### src/rtl/seg_seq_pkg.sv
// Shared types and constants for the seven-segment message sequencer.
// Holds the playback state encoding and the display code set width.
package seg_seq_pkg;

  typedef enum logic [1:0] {
    IDLE,
    SHOW,
    GAP
  } state_t;

  localparam int CODE_BITS = 6;

  // Codes the downstream decoder treats specially.
  localparam logic [CODE_BITS-1:0] CODE_DASH   = 6'd63;
  localparam logic [CODE_BITS-1:0] CODE_DEGREE = 6'd41;

endpackage

### src/rtl/seg_msg_sequencer.sv
// Buffers a short message of display codes and plays it on one seven-segment
// digit: DWELL cycles per character, one blank cycle between characters.
module seg_msg_sequencer #(
  parameter int DEPTH     = 8,
  parameter int CODE_BITS = 6,
  parameter int DWELL     = 4
) (
  input  logic                         clk_2,
  input  logic                         rst_n,
  input  logic                         wr_valid,
  input  logic [CODE_BITS-1:0]         wr_code,
  output logic                         wr_ready,
  input  logic                         start,
  input  logic                         loop,
  input  logic                         stop,
  input  logic                         clear,
  output logic [CODE_BITS-1:0]         char_code,
  output logic                         char_valid,
  output logic                         busy,
  output logic                         done,
  output logic [$clog2(DEPTH+1)-1:0]   count
);
  import seg_seq_pkg::*;

  localparam int IW = $clog2(DEPTH);
  localparam int CW = $clog2(DEPTH + 1);
  localparam int DW = (DWELL > 1) ? $clog2(DWELL) : 1;
  localparam logic [DW-1:0] DWELL_LAST = DW'(DWELL - 1);
  localparam logic [CW-1:0] DEPTH_C    = CW'(DEPTH);

  state_t               state_q;
  logic [CODE_BITS-1:0] mem_q [DEPTH];
  logic [CW-1:0]        count_q;
  logic [IW-1:0]        idx_q;
  logic [DW-1:0]        dwell_q;
  logic                 loop_q;
  logic [CODE_BITS-1:0] char_code_q;
  logic                 char_valid_q;
  logic                 done_q;

  logic                 wr_fire;
  logic [CW-1:0]        count_d;
  logic [IW-1:0]        idx_next;
  logic                 more_chars;
  logic [CODE_BITS-1:0] first_code;

  always_comb begin
    wr_ready   = (state_q == IDLE) && (count_q < DEPTH_C);
    wr_fire    = wr_ready && wr_valid && !clear;
    count_d    = wr_fire ? count_q + CW'(1) : count_q;
    idx_next   = idx_q + IW'(1);
    more_chars = (CW'(idx_q) + CW'(1)) < count_q;
    // A start on an empty buffer only succeeds alongside a write, so the
    // first character is still in flight on wr_code rather than in mem_q.
    first_code = (count_q == '0) ? wr_code : mem_q[0];
  end

  always_ff @(posedge clk_2) begin
    if (wr_fire) begin
      mem_q[count_q[IW-1:0]] <= wr_code;
    end
  end

  always_ff @(posedge clk_2 or negedge rst_n) begin
    if (!rst_n) begin
      state_q      <= IDLE;
      count_q      <= '0;
      idx_q        <= '0;
      dwell_q      <= '0;
      loop_q       <= 1'b0;
      char_code_q  <= '0;
      char_valid_q <= 1'b0;
      done_q       <= 1'b0;
    end else begin
      done_q <= 1'b0;
      case (state_q)
        IDLE: begin
          if (clear) begin
            count_q <= '0;
          end else begin
            count_q <= count_d;
            if (start && (count_d != '0)) begin
              idx_q        <= '0;
              dwell_q      <= '0;
              loop_q       <= loop;
              char_code_q  <= first_code;
              char_valid_q <= 1'b1;
              state_q      <= SHOW;
            end
          end
        end
        SHOW: begin
          if (stop) begin
            char_valid_q <= 1'b0;
            state_q      <= IDLE;
          end else if (dwell_q == DWELL_LAST) begin
            char_valid_q <= 1'b0;
            state_q      <= GAP;
          end else begin
            dwell_q <= dwell_q + DW'(1);
          end
        end
        GAP: begin
          // stop outranks wrapping or finishing the message.
          if (stop) begin
            state_q <= IDLE;
          end else if (more_chars) begin
            idx_q        <= idx_next;
            dwell_q      <= '0;
            char_code_q  <= mem_q[idx_next];
            char_valid_q <= 1'b1;
            state_q      <= SHOW;
          end else if (loop_q) begin
            idx_q        <= '0;
            dwell_q      <= '0;
            char_code_q  <= mem_q[0];
            char_valid_q <= 1'b1;
            state_q      <= SHOW;
          end else begin
            done_q  <= 1'b1;
            state_q <= IDLE;
          end
        end
        default: state_q <= IDLE;
      endcase
    end
  end

  assign char_code  = char_code_q;
  assign char_valid = char_valid_q;
  assign done       = done_q;
  assign busy       = (state_q != IDLE);
  assign count      = count_q;

endmodule
### config.mk
export PLATFORM = sky130hd
export DESIGN_NAME = seg_msg_sequencer
export DESIGN_NICKNAME = d
export VERILOG_FILES = /design/src/rtl/seg_seq_pkg.sv /design/src/rtl/seg_msg_sequencer.sv
export SDC_FILE = /design/constraint.sdc
export NUM_CORES = 1
export LEC_CHECK = 0
export BUFFER_PORTS_ARGS = -buffer_cell sky130_fd_sc_hd__clkbuf_2
export CAP_MARGIN = 20
export CORE_ASPECT_RATIO = 0.8
export CORE_MARGIN = 1.5
export CORE_UTILIZATION = 59
export CTS_CLUSTER_DIAMETER = 30
export DETAILED_ROUTE_END_ITERATION = 7
export HOLD_SLACK_MARGIN = 0.02
export PLACE_DENSITY_LB_ADDON = 0.2
export SLEW_MARGIN = 40
export SYNTH_ARGS = -nofsm -noshare
export SYNTH_HDL_FRONTEND = slang
export SYNTH_SLANG_ARGS = --single-unit
### constraint.sdc
create_clock -name clk_2 -period 3.6 [get_ports clk_2]
set_input_delay 0.18 -clock clk_2 [delete_from_list [all_inputs] [get_ports clk_2]]
set_output_delay 0.18 -clock clk_2 [all_outputs]
set_load 0.1 [all_outputs]
==> impl_metrics.json <==
{
  "htreeDepth": 3,
  "mostFrequentLayoutCells": "edfxtp_1 (48), clkbuf_2 (26), dfrtp_1 (20), nand2_1 (16), inv_1 (15)",
  "cts_root_buffer": "clkbuf_8",
  "overflow": 0,
  "path_buf_inv": 1,
  "drtIter0Drc": 137,
  "postRouteAntennaNets": 0,
  "vias_per_cell": 5.763,
  "netlist_area_sq_um": 3105,
  "worstPathRequired_ps": 3820,
  "antenna_found_initial": 0,
  "hpwl_um": 3944,
  "die_w_um": 84.12,
  "ys_seq_elements": 68,
  "grt_pass1_vias": 1748,
  "tightest_slew_ps": 637.9,
  "ir_drop_mv": 0.7016,
  "synth_fp_nets": 233,
  "clk_pin_slew_ps": 80,
  "antenna_cells": 0,
  "ys_top_cells_by_area": "edfxtp_1 (46%), dfrtp_1 (16%), mux4_2 (8.7%)",
  "arrival_ps": 2880,
  "crit_path_frequent_cell": "ha_1",
  "row_count": 23,
  "num_vias": 1821,
  "final_common_cell": "edfxtp_1",
  "whs_path_depth": 3,
  "synth_top_cell_by_area": "edfxtp_1",
  "status": "finished, final reports clean",
  "skew_ps": 9.160,
  "setup-tns-final_ps": 0,
  "rsz0062_at_grt": "false",
  "timing.rr.start": "idx_q[0]$_DFFE_PN0P_",
  "hp-class": "in -> reg",
  "clock_latency_ps": 340,
  "report.final.slew_viol_count": 0,
  "max-clock-path-buffers": 2,
  "cp_max_fo": 7,
  "fin_area_sq_um": 3541,
  "synthArstFlopShare": 0.2941,
  "port_buffers": 26,
  "post_cts_buffers": 0,
  "fill_cells": 335,
  "die_y_um": 67.89,
  "netlist.area_leader.share": 0.4641,
  "yosys_warnings": 0,
  "critPathLaunchType": "flop",
  "wl_per_cell_um": 17.34,
  "crit_slowest_cell": "dfrtp_1",
  "setup_viol": 0,
  "period_minus_slack_ps": 2661,
  "min_to": "loop_q$_DFFE_PN0P_",
  "design.die.area_sq_um": 5711,
  "min_from": "loop",
  "io_pins": 27,
  "place_area_sq_um": 3331,
  "power_density_nw_per_um2": 747.4,
  "synth-edff-count": 48,
  "drc": 0,
  "cts_tree": "built",
  "wl_um": 5480,
  "p_leak_uw": 0.001349,
  "r2r_end": "char_code[1]$_DFFE_PN0P_",
  "max_slew_margin": 0.5732,
  "max_freq_mhz": 375.7,
  "grt.total_usage": 0.2138,
  "criticalPathCategory": "reg -> reg",
  "r2r_cells": 9,
  "cts_buffers": 9,
  "post-route-period-util": 0.7393,
  "synth-main-ff-cell": "edfxtp_1",
  "drive_gt1_frac": 0.2795,
  "yosysUniqueCellTypes": 46,
  "max_cap_violations": 0,
  "drtPass1Iterations": 4,
  "nets": 269,
  "cp_top_family": "compound AO/OA/AOI/OAI gates",
  "holdWs_ps": 72.56,
  "gp_congestion": 0.8008,
  "cp-end-kind": "flop",
  "clock-sinks": 68,
  "core_area_sq_um": 5036,
  "initial_core_util": 0.6166,
  "grt_pass1_wl_um": 8838,
  "syn_inst": 213,
  "grt_max_degree": 21,
  "area_growth_pct": 14.02,
  "critPathMaxStageDelay_ps": 390,
  "r2r_slack_ps": 940,
  "path_cells": "ha_1, xor2_1, buf_4, ha_1, or3_1, o22a_1, o21bai_1, o221ai_1, mux2_2",
  "ys_seq_area_frac": 0.6253,
  "final_hold_viol_count": 0,
  "syn_area_per_cell_sq_um": 14.58
}
[registers in the layout, summed over array words and instances, names as in the netlist]
| register | cells |
|---|---|
| mem_q | 48 |
| char_code | 6 |
| count | 4 |
| idx_q | 3 |
| dwell_q | 2 |
| state_q | 2 |
| char_valid | 1 |
| done | 1 |
| loop_q | 1 |
[repair_timing]
item | CTS | global route
gates resized for setup | 0 | 0
hold buffers | 1 | 0
hold endpoints to repair | 20 | 0
[kinds of logic after synthesis]
group           after synthesis  synth area share
mux                          26            0.1354
compound gates               30           0.07898
flops                        68            0.6253
simple gates                 57           0.09832
buf+inv                      24           0.03102
fa+ha+maj                     7           0.02820
xor+xnor                      1          0.002821
[where the power goes]
part | internal, uW | total (uW) | switching, uW
combinational | 272 | 1020 | 747
sequential | 934 | 1010 | 74.5
clock | 323 | 618 | 295
[metrics by stage]
step / utilization / power [uW] / setup WS [ps] / std cells
final: 0.7031 / 2646 / 938.5 / 316
after global routing: 0.7031 / 2766 / 836.9 / 316
after CTS: 0.7031 / 2664 / 935.3 / 316
after detailed placement: 0.6614 / 2045 / 950.3 / 299
after global placement: 0.6604 / 2029 / 1008 / 299
after floorplan: - / 1861 / 618.2 / 213
[metal layers]
layer,wire length [um],GRT usage
met1,2702,0.3057
met2,2376,0.3190
met3,384,0.05911
met4,17,0.07992
met5,0,0
[final cells by class]
class / count / area, sq um / share of cell area
Inverter: 15 / 56.30 / 0.01590
Sequential cell: 68 / 1942 / 0.5484
Tap cell: 62 / 77.57 / 0.02191
Multi-Input combinational cell: 121 / 1072 / 0.3028
Clock inverter: 7 / 76.32 / 0.02155
Clock buffer: 9 / 123.9 / 0.03498
Timing Repair Buffer: 34 / 192.7 / 0.05442
[synthesized netlist by cell type, drive strengths merged (2+ instances only)]
| cell | number |
|---|---|
| a2bb2oi | 2 |
| nor3b | 2 |
| clkbuf | 4 |
| nor4 | 2 |
| inv | 15 |
| mux2i | 6 |
| nor2 | 12 |
| or3b | 2 |
| buf | 5 |
| nand3 | 3 |
| nand2 | 16 |
| edfxtp | 48 |
| dfrtp | 20 |
| o21ai | 8 |
| ha | 7 |
| mux4 | 12 |
| o221ai | 6 |
| nand2b | 3 |
| nor3 | 8 |
| mux2 | 8 |
[worst max path at each step]
stage	slack [ps]	start	cells past startpoint	end
floorplan	620	count[1]$_DFFE_PN0N_	9	idx_q[2]$_DFFE_PN0P_
global placement	1010	idx_q[0]$_DFFE_PN0P_	9	idx_q[1]$_DFFE_PN0P_
CTS	940	idx_q[0]$_DFFE_PN0P_	9	char_code[1]$_DFFE_PN0P_
finish	940	idx_q[0]$_DFFE_PN0P_	9	char_code[1]$_DFFE_PN0P_
detailed placement	950	idx_q[0]$_DFFE_PN0P_	9	char_code[1]$_DFFE_PN0P_
global route	840	state_q[1]$_DFFE_PN0P_	6	char_code[1]$_DFFE_PN0P_
[worst register-to-register path: stages (launching register included)]
cell      delay, ps
dfrtp_1         390
ha_1            230
xor2_1          140
buf_4           180
ha_1            200
or3_1           330
o22a_1          210
o21bai_1        390
o221ai_1        190
mux2_2          290
No activity file was read; power rests on OpenSTA's default activity.
